==> config.mk <==
export PLATFORM = sky130hd
export DESIGN_NAME = fpu_issue_ctrl
export DESIGN_NICKNAME = d
export VERILOG_FILES = /design/src/rtl/fpu_issue_ctrl.sv
export SDC_FILE = /design/constraint.sdc
export NUM_CORES = 1
export LEC_CHECK = 0
export BUFFER_PORTS_ARGS = -buffer_cell sky130_fd_sc_hd__clkbuf_2
export CORE_AREA = 5 5 122 124
export CTS_BUF_LIST = sky130_fd_sc_hd__clkbuf_16
export CTS_CLUSTER_SIZE = 14
export DETAILED_ROUTE_END_ITERATION = 8
export DIE_AREA = 0 0 127 129
export PLACE_DENSITY_LB_ADDON = 0.12
export SLEW_MARGIN = 0
export SYNTH_ARGS = -nofsm -noshare
export SYNTH_HDL_FRONTEND = slang
export SYNTH_SLANG_ARGS = --single-unit
==> constraint.sdc <==
create_clock -name clk -period 1.7 [get_ports clk]
set_input_delay 0.34 -clock clk [delete_from_list [all_inputs] [get_ports clk]]
set_output_delay 0.34 -clock clk [all_outputs]
set_load 0.02 [all_outputs]
==> src/rtl/fpu_issue_ctrl.sv <==
// Issue controller between decode and the FP units: one op in flight, fixed-latency wait,
// registered response. Optional performance counters under `FPU_ISSUE_PERF_EN`.
module fpu_issue_ctrl #(
  parameter int unsigned MULTI_LAT = 3
) (
  input  logic        clk,
  input  logic        rst,
  input  logic        req_valid,
  output logic        req_ready,
  input  logic [5:0]  req_funct,
  input  logic [31:0] req_s,
  input  logic [31:0] req_t,
  input  logic [4:0]  req_rd,
  output logic [5:0]  fpu_funct,
  output logic [31:0] fpu_s,
  output logic [31:0] fpu_t,
  input  logic [31:0] fpu_result,
  output logic        rsp_valid,
  input  logic        rsp_ready,
  output logic [31:0] rsp_data,
  output logic [4:0]  rsp_rd,
  output logic        rsp_illegal,
  output logic        busy,
  output logic [31:0] perf_ops,
  output logic [31:0] perf_busy_cycles
);

  localparam logic [5:0] F_ADD  = 6'b000000, F_SUB = 6'b000001, F_MUL = 6'b000010,
                         F_SQRT = 6'b000100, F_INV = 6'b000011, F_EQ  = 6'b110010,
                         F_LT   = 6'b110100, F_LE  = 6'b110110, F_FTOI = 6'b001000,
                         F_ITOF = 6'b001001, F_ABS = 6'b000101, F_NEG = 6'b000111;
  localparam logic [3:0] MULTI_M1 = 4'(MULTI_LAT - 1);

  typedef enum logic [1:0] {IDLE, EXEC, RESP} state_e;

  state_e      state_q, state_d;
  logic [3:0]  cnt_q, cnt_d;
  logic [5:0]  funct_q;
  logic [31:0] s_q, t_q, rsp_data_q, result_d;
  logic [4:0]  rd_q, rsp_rd_q;
  logic        rsp_illegal_q, illegal_d;
  logic        accept, capture;
  logic [3:0]  lat_m1;

  function automatic logic is_multi(input logic [5:0] f);
    return (f == F_ADD) || (f == F_SUB) || (f == F_MUL) || (f == F_SQRT);
  endfunction

  function automatic logic is_single(input logic [5:0] f);
    return (f == F_INV) || (f == F_EQ) || (f == F_LT) || (f == F_LE) ||
           (f == F_FTOI) || (f == F_ITOF);
  endfunction

  assign req_ready = !rst && ((state_q == IDLE) || ((state_q == RESP) && rsp_ready));
  assign accept    = req_valid && req_ready;
  assign lat_m1    = is_multi(req_funct) ? MULTI_M1 : 4'd0;

  // NOTE: every signal written below gets a default first, so no path leaves one unassigned
  // and no latch is inferred.
  always_comb begin
    state_d = state_q;
    cnt_d   = cnt_q;
    capture = 1'b0;
    case (state_q)
      IDLE: begin
        if (accept) begin
          state_d = EXEC;
          cnt_d   = lat_m1;
        end
      end
      EXEC: begin
        if (cnt_q == 4'd0) begin
          capture = 1'b1;
          state_d = RESP;
        end else begin
          cnt_d = cnt_q - 4'd1;
        end
      end
      RESP: begin
        if (rsp_ready) begin
          state_d = accept ? EXEC : IDLE;
          if (accept) cnt_d = lat_m1;
        end
      end
      default: state_d = IDLE;
    endcase
  end

  // Result source for the op currently held on the fpu_* lines.
  always_comb begin
    result_d  = 32'd0;
    illegal_d = 1'b0;
    if (funct_q == F_ABS) begin
      result_d = {1'b0, s_q[30:0]};
    end else if (funct_q == F_NEG) begin
      result_d = {~s_q[31], s_q[30:0]};
    end else if (is_multi(funct_q) || is_single(funct_q)) begin
      result_d = fpu_result;
    end else begin
      illegal_d = 1'b1;
    end
  end

  // NOTE: sequential state uses non-blocking assignments so every register samples
  // pre-edge values regardless of statement order.
  always_ff @(posedge clk) begin
    if (rst) begin
      state_q       <= IDLE;
      cnt_q         <= 4'd0;
      funct_q       <= 6'd0;
      s_q           <= 32'd0;
      t_q           <= 32'd0;
      rd_q          <= 5'd0;
      rsp_data_q    <= 32'd0;
      rsp_rd_q      <= 5'd0;
      rsp_illegal_q <= 1'b0;
    end else begin
      state_q <= state_d;
      cnt_q   <= cnt_d;
      if (accept) begin
        funct_q <= req_funct;
        s_q     <= req_s;
        t_q     <= req_t;
        rd_q    <= req_rd;
      end
      if (capture) begin
        rsp_data_q    <= result_d;
        rsp_rd_q      <= rd_q;
        rsp_illegal_q <= illegal_d;
      end
    end
  end

  assign fpu_funct   = funct_q;
  assign fpu_s       = s_q;
  assign fpu_t       = t_q;
  assign rsp_valid   = (state_q == RESP);
  assign rsp_data    = rsp_data_q;
  assign rsp_rd      = rsp_rd_q;
  assign rsp_illegal = rsp_illegal_q;
  assign busy        = (state_q != IDLE);

`ifdef FPU_ISSUE_PERF_EN
  logic [31:0] perf_ops_q, perf_busy_q;

  always_ff @(posedge clk) begin
    if (rst) begin
      perf_ops_q  <= 32'd0;
      perf_busy_q <= 32'd0;
    end else begin
      if (accept) perf_ops_q <= perf_ops_q + 32'd1;
      if (state_q != IDLE) perf_busy_q <= perf_busy_q + 32'd1;
    end
  end

  assign perf_ops         = perf_ops_q;
  assign perf_busy_cycles = perf_busy_q;
`else
  assign perf_ops         = 32'd0;
  assign perf_busy_cycles = 32'd0;
`endif

endmodule

==> metrics.cfg <==
[status]
outcome=complete, but fails checks
violations=negative setup slack

[layout]
final_common_cell=clkbuf_2
drive_gt1_share_pct=40.44
area_growth_pct=41.21
layout_common_cells=clkbuf_2, nand2_1, dfxtp_1, o21ai_0, conb_1
antenna_cells=0
nets=1000

[sta]
max_freq_mhz=570.6
setup_viol=27
rsz0062_at_grt=true
min_period_over_period_pct=103.1
drv_slew=0
clock_skew_ns=0.008492
worst_slack_ns=-0.05266
hold_viol=0
finalCriticalPeriod_ns=1.753

[global_route]
grt_pass1_vias=5063
track_usage_pct=19.73
grt_first_pass_wirelength_mm=25.62
grt-ovfl-total=0
grt_max_degree=63
antenna_found_initial=0

[floorplan]
fp.dieW_um=127
start_util_pct=39.75
fp.dieArea_mm2=0.01638
rows=43
ios=286
die_y_um=129
coreArea_mm2=0.01367

[routing]
vias_per_cell=4.820
wl_per_cell_um=15.36
routed.top_layer=met4
route.detailed.drc=0
met3_length_mm=1.493
wl_met2_mm=8.125
wl_met1_mm=6.750
routed_wl_mm=16.59
drtPass1Iterations=8
drt-initial-drc-count=326
num_vias=5206
drtAntennaViolNets=0

[clock_tree]
clk_latency_ns=0.41
clock-sinks=119
cts_tree=built
clock-root-buffer=clkbuf_16
cts_max_level=4
cts_buffer_depth=2
cts_made_buffers=17
hold_buffers=0
clkTransAtPathRegs_ns=0.05

[setup_path]
end_kind=register
crit_fanout=8
path_class=reg2reg
worstPathArrival_ns=2.09
start_kind=register
cp.required_ns=2.03

[pwr]
comb_power_share_pct=22.7
ir_drop_mv=0.6200
p_leak_nw=3.414
sequentialPowerShare_pct=37.9
sw_frac_of_total_pct=29.72
cellPowerDensity_mw_per_mm2=1092
p_clk_share_pct=39.3
p_int_w=0.005888
switchingPower_w=0.002490
power_w=0.008378

[yosys]
synth_compound_area_share_pct=21.26
yosys.area_share.simple_pct=20.23
synth_mux_area_share_pct=0
netlist_area_mm2=0.005431
ys_seq_area_share_pct=43.86
synth.distinct_cells=42
netlist_instances=649
synth-xor-area-share_pct=0
synth_top_family_by_area=compound AO/OA/AOI/OAI gates
avgSynthCellArea_um2=8.369
ys.flop_type=dfxtp_1
synth_edf_count=0
synthAdderAreaFrac_pct=0.4147
synth-seq-cells=119
yosysWarnings=0
ys_async_sr_fraction_pct=0

[flow_run]
drv_cap=0

[placed_design]
io_buffers=221
dp_hpwl_mm=11.38
place.gp.congestion=0.8164
preCtsSetupSlack_ns=-0.1824

[worst_hold_path]
hp-class=in2reg

==> power groups by stage <==
stage | clock network, W | logic (W) | registers, W
after detailed placement | 0 | 0.00168 | 0.00322
after floorplan | 0 | 0.000963 | 0.00344
after global placement | 0 | 0.00164 | 0.00321
after CTS | 0.00339 | 0.00187 | 0.00317
final | 0.00330 | 0.00191 | 0.00318
after global routing | 0.00354 | 0.00206 | 0.00320
==> registers in the layout, summed over array words and instances, names as in the netlist <==
| register | count |
|---|---|
| fpu_s | 32 |
| fpu_t | 32 |
| rsp_data | 32 |
| fpu_funct | 6 |
| rd_q | 5 |
| rsp_rd | 5 |
| cnt_q | 4 |
| state_q | 2 |
| rsp_illegal | 1 |
==> final timing paths <==
path / slack, ns / depth (start not counted) / start / endpoint
setup / recovery: -0.05 / 9 / cnt_q[1] / rsp_data[14]
hold / removal: 0.13 / 3 / req_s[26] / fpu_s[26]
setup reg to reg: -0.05 / 9 / cnt_q[1] / rsp_data[14]
hold reg to reg: 0.45 / 2 / rd_q[3] / rsp_rd[3]
==> cell usage after synthesis (10+ instances only) <==
cell	instances	area [um2]
nand2_1	161	604.3
dfxtp_1	119	2382
o21ai_0	75	375.4
buf_4	65	488.0
nor2_1	36	135.1
nor2b_1	33	206.5
a222oi_1	31	310.3
clkbuf_1	22	82.58
a211oi_1	17	127.6
buf_2	17	85.08
a211oi_2	16	200.2
a21oi_1	10	50.05
==> routing by layer <==
layer	up-vias	track usage (%)
met3	15	7.513
li1	2592	-
met4	0	5.931
met1	2381	24.05
met2	218	32.53
met5	-	0
==> through the flow <==
stage	area [um2]	setup TNS, ns	std cells	hold WS (ns)	utilization (%)
CTS	7595	-0.4289	1080	0.1015	55.58
global placement	6646	-1.791	1035	0.4435	48.64
detailed placement	6646	-4.643	1035	0.4490	48.64
global route	7670	-3.064	1080	0.1025	56.13
finish	7670	-0.6921	1080	0.1253	56.13
floorplan	5677	0	712	0.4321	-
==> repair_timing <==
item                       CTS  global route
cloned                       6             0
pin swaps                   24             8
buffers inserted             8             0
setup endpoints to repair   39            40
gates resized for setup     50            24
==> critical path: stages (launching register included) <==
cell,delay [ns]
dfxtp_2,0.32
inv_2,0.07
ha_4,0.13
or3b_4,0.41
nor2_4,0.14
buf_12,0.12
buf_12,0.12
buf_16,0.15
nor2_4,0.04
a211oi_2,0.17
==> cell type report <==
cell class	instances	area, um2
Inverter	6	22.52
Clock inverter	14	117.6
Timing Repair Buffer	270	1784
Fill cell	1300	5996
Sequential cell	119	2385
Clock buffer	17	425.4
Multi-Input combinational cell	474	2710
Tap cell	180	225.2
==> cells by family (layout without fill, tap and decap cells) <==
kind of cell | count (synthesis) | in the layout
DFF | 119 | 119
AOI/OAI and AO/OA | 157 | 157
and+or+nand+nor | 251 | 251
buffers and inverters | 119 | 307
other | 1 | 64
adders and majority gates | 2 | 2
(Power assumes the default switching activity.)
